<file path="src/rtl/ddr_req_queue.sv">
// Host request FIFO feeding the DDR controller one command at a time, gated by act_idle.
// Optional occupancy/stall statistics (hwm, wait_cycles) under DDR_REQ_QUEUE_STATS_EN.
module ddr_req_queue #(
  parameter int unsigned DEPTH  = 8,
  parameter int unsigned ADDR_W = 32,
  parameter int unsigned DATA_W = 64,
  parameter int unsigned CNT_W  = $clog2(DEPTH) + 1
) (
  input  logic              clock,
  input  logic              reset_n,
  input  logic              host_valid,
  output logic              host_ready,
  input  logic              host_rw,
  input  logic [ADDR_W-1:0] host_addr,
  input  logic [DATA_W-1:0] host_data,
  input  logic              act_idle,
  output logic              cmd_valid,
  output logic              cmd_rw,
  output logic [ADDR_W-1:0] cmd_addr,
  output logic [DATA_W-1:0] cmd_data,
  output logic [CNT_W-1:0]  count,
  output logic              empty,
  output logic              full
`ifdef DDR_REQ_QUEUE_STATS_EN
  ,
  output logic [CNT_W-1:0]  hwm,
  output logic [15:0]       wait_cycles
`endif
);

  localparam int unsigned PTR_W = $clog2(DEPTH);
  localparam logic [CNT_W-1:0] DepthCnt = CNT_W'(DEPTH);

  typedef enum logic [1:0] {StIdle, StPresent, StWait} state_e;
  state_e state_q, state_d;

  logic [PTR_W-1:0]  wr_ptr_q, rd_ptr_q;
  logic [CNT_W-1:0]  count_q, count_d;
  logic [DEPTH-1:0]  mem_rw_q;
  logic [ADDR_W-1:0] mem_addr_q [DEPTH];
  logic [DATA_W-1:0] mem_data_q [DEPTH];

  logic              cmd_valid_q, cmd_rw_q;
  logic [ADDR_W-1:0] cmd_addr_q;
  logic [DATA_W-1:0] cmd_data_q;

  logic push, pop;

  assign host_ready = (count_q < DepthCnt);
  assign push       = host_valid && host_ready;
  assign pop        = (state_q == StPresent) && act_idle;

  assign count      = count_q;
  assign empty      = (count_q == '0);
  assign full       = (count_q == DepthCnt);
  assign cmd_valid  = cmd_valid_q;
  assign cmd_rw     = cmd_rw_q;
  assign cmd_addr   = cmd_addr_q;
  assign cmd_data   = cmd_data_q;

  always_comb begin
    count_d = count_q;
    unique case ({push, pop})
      2'b10:   count_d = count_q + CNT_W'(1);
      2'b01:   count_d = count_q - CNT_W'(1);
      default: count_d = count_q;
    endcase
  end

  // WAIT holds until the controller visibly goes busy, preventing back-to-back issue.
  always_comb begin
    state_d = state_q;
    unique case (state_q)
      StIdle:    if (count_q != '0) state_d = StPresent;
      StPresent: if (act_idle) state_d = StWait;
      StWait:    if (!act_idle) state_d = (count_q != '0) ? StPresent : StIdle;
      default:   state_d = StIdle;
    endcase
  end

  always_ff @(posedge clock) begin
    if (!reset_n) begin
      state_q     <= StIdle;
      wr_ptr_q    <= '0;
      rd_ptr_q    <= '0;
      count_q     <= '0;
      cmd_valid_q <= 1'b0;
      cmd_rw_q    <= 1'b0;
      cmd_addr_q  <= '0;
      cmd_data_q  <= '0;
    end else begin
      state_q     <= state_d;
      count_q     <= count_d;
      cmd_valid_q <= pop;
      if (push) wr_ptr_q <= wr_ptr_q + PTR_W'(1);
      if (pop) begin
        rd_ptr_q   <= rd_ptr_q + PTR_W'(1);
        cmd_rw_q   <= mem_rw_q[rd_ptr_q];
        cmd_addr_q <= mem_addr_q[rd_ptr_q];
        cmd_data_q <= mem_data_q[rd_ptr_q];
      end
    end
  end

  // Storage is not reset; stale entries are unreachable once the pointers clear.
  always_ff @(posedge clock) begin
    if (push) begin
      mem_rw_q[wr_ptr_q]   <= host_rw;
      mem_addr_q[wr_ptr_q] <= host_addr;
      mem_data_q[wr_ptr_q] <= host_data;
    end
  end

`ifdef DDR_REQ_QUEUE_STATS_EN
  logic [CNT_W-1:0] hwm_q;
  logic [15:0]      wait_cycles_q;

  always_ff @(posedge clock) begin
    if (!reset_n) begin
      hwm_q         <= '0;
      wait_cycles_q <= '0;
    end else begin
      if (count_q > hwm_q) hwm_q <= count_q;
      if ((state_q == StPresent) && !act_idle && (wait_cycles_q != 16'hFFFF)) begin
        wait_cycles_q <= wait_cycles_q + 16'd1;
      end
    end
  end

  assign hwm         = hwm_q;
  assign wait_cycles = wait_cycles_q;
`endif

`ifndef SYNTHESIS
  a_no_overflow:  assert property (@(posedge clock) disable iff (!reset_n)
                                   !(push && (count_q == DepthCnt)));
  a_no_underflow: assert property (@(posedge clock) disable iff (!reset_n)
                                   !(pop && (count_q == '0)));
`endif

endmodule

</file>
<file path="config.mk">
export PLATFORM = sky130hd
export DESIGN_NAME = ddr_req_queue
export DESIGN_NICKNAME = d
export VERILOG_FILES = /design/src/rtl/ddr_req_queue.sv
export SDC_FILE = /design/constraint.sdc
export NUM_CORES = 1
export LEC_CHECK = 0
export CAP_MARGIN = 30
export CORE_MARGIN = 2
export CORE_UTILIZATION = 34
export CTS_CLUSTER_DIAMETER = 80
export CTS_CLUSTER_SIZE = 10
export DETAILED_ROUTE_END_ITERATION = 16
export GPL_ROUTABILITY_DRIVEN = 0
export MAX_ROUTING_LAYER = met4
export REMOVE_ABC_BUFFERS = 1
export SYNTH_ARGS = -nofsm -noshare
export SYNTH_HDL_FRONTEND = slang
export SYNTH_SLANG_ARGS = --single-unit
</file>
<file path="constraint.sdc">
create_clock -name clock -period 13.2 [get_ports clock]
set_clock_uncertainty 0.15 [all_clocks]
set_input_delay 2.64 -clock clock [delete_from_list [all_inputs] [get_ports clock]]
set_output_delay 2.64 -clock clock [all_outputs]
set_load 0.05 [all_outputs]
</file>
==> results by group <==
Status
  – Outcome: finished, final reports clean

Worst setup path
  – WP data arrival: slightly above 6 ns
  – Setup Crit Path Kind: in -> reg
  – Startpoint types: primary input
  – Crit end category: flop
  – CP Data Required Time: between 10 and 15 ns
  – Critical Path Fanout Max: 48

GRT
  – Number of global-route vias before repair: roughly 18000
  – Largest net degree at the start of global routing: 140
  – Total gr overflow: 0
  – Initial antenna violation count: 12
  – First-pass GRT wire length: 113000 um
  – GRT Util Overall: around 16%

Clocking
  – Post-CTS setup buffer count: 0
  – Num CTS Buffers: 99
  – Root buf cell: clkbuf_16
  – Sink Count: 886
  – CTS tree: yes
  – Clock buffer depth: 3
  – Post-CTS resize count: 0
  – H-tree depth: 3
  – Clock latency on the worst-skew pair: 0.65 ns
  – Clock slew at reported path FFs: 0.06 ns
  – Hold_buf cts: 0

Cells and area
  – Filler Cells Inserted: approximately 8600
  – Final nets: roughly 2100
  – Area Growth Syn to Fin: 19.1%
  – Layout cells sized above 1: between 20% and 30%

Routing
  – Routed wl met3: roughly 4200 um
  – Via count: 16524
  – Antenna viol nets, final: 0
  – DRC Markers: 0
  – Top Layer Used: met4
  – DR pass1 iterations: 5
  – Mean routed wirelength per cell: between 20 and 25 um
  – Total Wirelength: roughly 76000 um
  – Met2 WL: about 36000 um
  – Initial DRC count: approximately 1200
  – DR vias/cell: roughly 4.9
  – DRT met1 WL: 34200 um

Die
  – Area of the die: roughly 100000 um2
  – Die height: between 300 and 400 um
  – Initial Util: between 30% and 40%
  – Die Wd: 317 um
  – CORE AREA: 96700 um2
  – # rows: around 110
  – Top Ports: just over 200

Min path
  – Worst hold path type: reg -> reg

STA
  – Final Hold Vio Count: 0
  – Setup TNS: 0 ns
  – Slew Limit Fails: 0
  – Fin crit period: around 6.0 ns
  – RSZ-0062 raised after global routing: false
  – Worst-margin pin slew: 1.07 ns
  – Peak Freq: roughly 170 MHz
  – Hold_ws: just over 0.3 ns
  – Final setup fails: 0
  – Final Cycle Share: around 45%
  – Max-Slew Margin vs Limit: between 20% and 30%

Synth
  – Post-Syn Instances: 1738
  – Number of flops mapped to enable cells by yosys: a little under 800
  – Register area share after synthesis: 76.8%
  – Mapped cell area: between 30000 and 40000 um2
  – Synth top area share: between 70% and 80%
  – Syn avg cell area: approximately 19 um2
  – Cell with the most instances after synthesis: edfxtp_1
  – Async set-reset flop share out of synthesis: 0%
  – Commonest cells in the netlist: edfxtp_1 (776), mux2_2 (192), dfxtp_1 (110), nand2_1 (105), mux4_2 (97)
  – Synth top area cells: edfxtp_1 (70%), dfxtp_1 (6.6%), mux4_2 (6.6%), mux2_2 (6.5%), o31ai_1 (1.9%)
  – Post-synth top area cell: edfxtp_1
  – #FFs+latches synth: between 800 and 900
  – Yosys warning total: 0
  – Main synth FF type: edfxtp_1
  – Distinct cells, synth: 39

Power and ir drop
  – Internal Power: around 5000 uW
  – LEAKAGE: between 0.01 and 0.015 uW
  – Final Power: between 6000 and 7000 uW
  – Peak supply drop: 0.000103 V
  – Psw: around 1700 uW
  – Power per cell area: 170 nW/um2
  – Register share of total power: 48.6%
  – Clock power frac: ~37%
  – Combinational share of power: 14.4%
  – Net Sw Frac: 25.3%

Place
  – Detailed Place HPWL: between 40000 and 50000 um
  – PortBufs: 205

Run
  – MaxCap Viol Count: 0
-- critical path, cell delays in order --
cell and delay, ns:
clkdlybuf4s50_1 0.45, nor2b_1 0.54, nand2b_1 0.36, nor2_4 0.67, buf_4 0.58, buf_4 0.74
-- cells by family after synthesis --
group	synth area share, %
XOR/XNOR	0.211
flip-flops	76.8
multiplexers	13.2
buffers and inverters	2.13
AO/OA/AOI/OAI	4.39
AND/OR/NAND/NOR	3.07
adder cells (fa/ha/maj)	0.188
-- cell type report --
cell class	instances	area (um2)	area share, %
Antenna cell	11	27.5	0.0696
Clock buffer	176	2790	7.05
Clock inverter	9	129	0.326
Inverter	3	11.3	0.0285
Multi-Input combinational cell	748	7070	17.9
Sequential cell	886	25500	64.5
Tap cell	1276	1600	4.04
Timing Repair Buffer	236	2410	6.09
-- per-stage QoR --
stage	worst slack (ns)	util, %	cells	instance area, um2
6_report	7.24	40.9	3345	39600
5_1_grt	7.02	40.9	3345	39600
2_1_floorplan	2.67	-	1637	32500
4_1_cts	7.20	40.8	3333	39500
3_5_place_dp	6.52	37.8	3148	36600
3_3_place_gp	6.61	37.7	3143	36500
-- state kept, by name, summed over array words and instances, names as in the netlist --
| register | cells |
|---|---|
| cmd_rw | 1 |
| mem_rw_q | 8 |
| wr_ptr_q | 3 |
| cmd_valid | 1 |
| count | 4 |
| state_q | 2 |
| mem_data_q | 512 |
| cmd_data | 64 |
| rd_ptr_q | 3 |
| mem_addr_q | 256 |
| cmd_addr | 32 |
-- layer usage --
layer	vias up	global-route usage (%)
met4	0	4.00
met5	-	-
met2	393	24.7
met1	8604	20.4
li1	7426	-
met3	101	3.70
-- layout by cell type, fill, tap and decap left out, types with 4 or more instances in the layout --
cell             netlist  routed
clkdlybuf4s50_1        0     205
o31ai_1               83      83
nor2_4                 0       6
edfxtp_1             776     776
buf_4                 27      23
nor2_1                87      81
clkbuf_16              0     100
o31ai_2               13      13
dfxtp_1              110     107
nand2_1              105     104
mux2i_1                4       4
diode_2                0      11
nand2b_1               5       4
xor2_1                 5       5
mux4_2                97      97
and2_1                 6       6
ha_1                   5       5
buf_16                 0       4
o22ai_1               96      96
mux2_2               192     192
clkbuf_1              32      76
nor2b_1               25      24
-- power by group through the flow --
| stage | clock [uW] | combinational, uW | sequential, uW |
|---|---|---|---|
| floorplan | 0 | 572 | 3560 |
| global placement | 0 | 968 | 3330 |
| detailed placement | 0 | 987 | 3340 |
| CTS | 2550 | 990 | 3280 |
| global route | 2660 | 1040 | 3290 |
| finish | 2490 | 971 | 3270 |
-- worst paths after layout --
| path | slack [ns] | to | from | cells past startpoint |
|---|---|---|---|---|
| max | 7.24 | mem_addr_q[4][17] | host_valid | 6 |
| min | 0.31 | cmd_data[3] | cmd_data[3] | 2 |
| max reg2reg | 9.34 | mem_addr_q[4][17] | count[3] | 5 |
| min reg2reg | 0.31 | cmd_data[3] | cmd_data[3] | 2 |
Note: power is estimated with default switching activity, not from simulation.
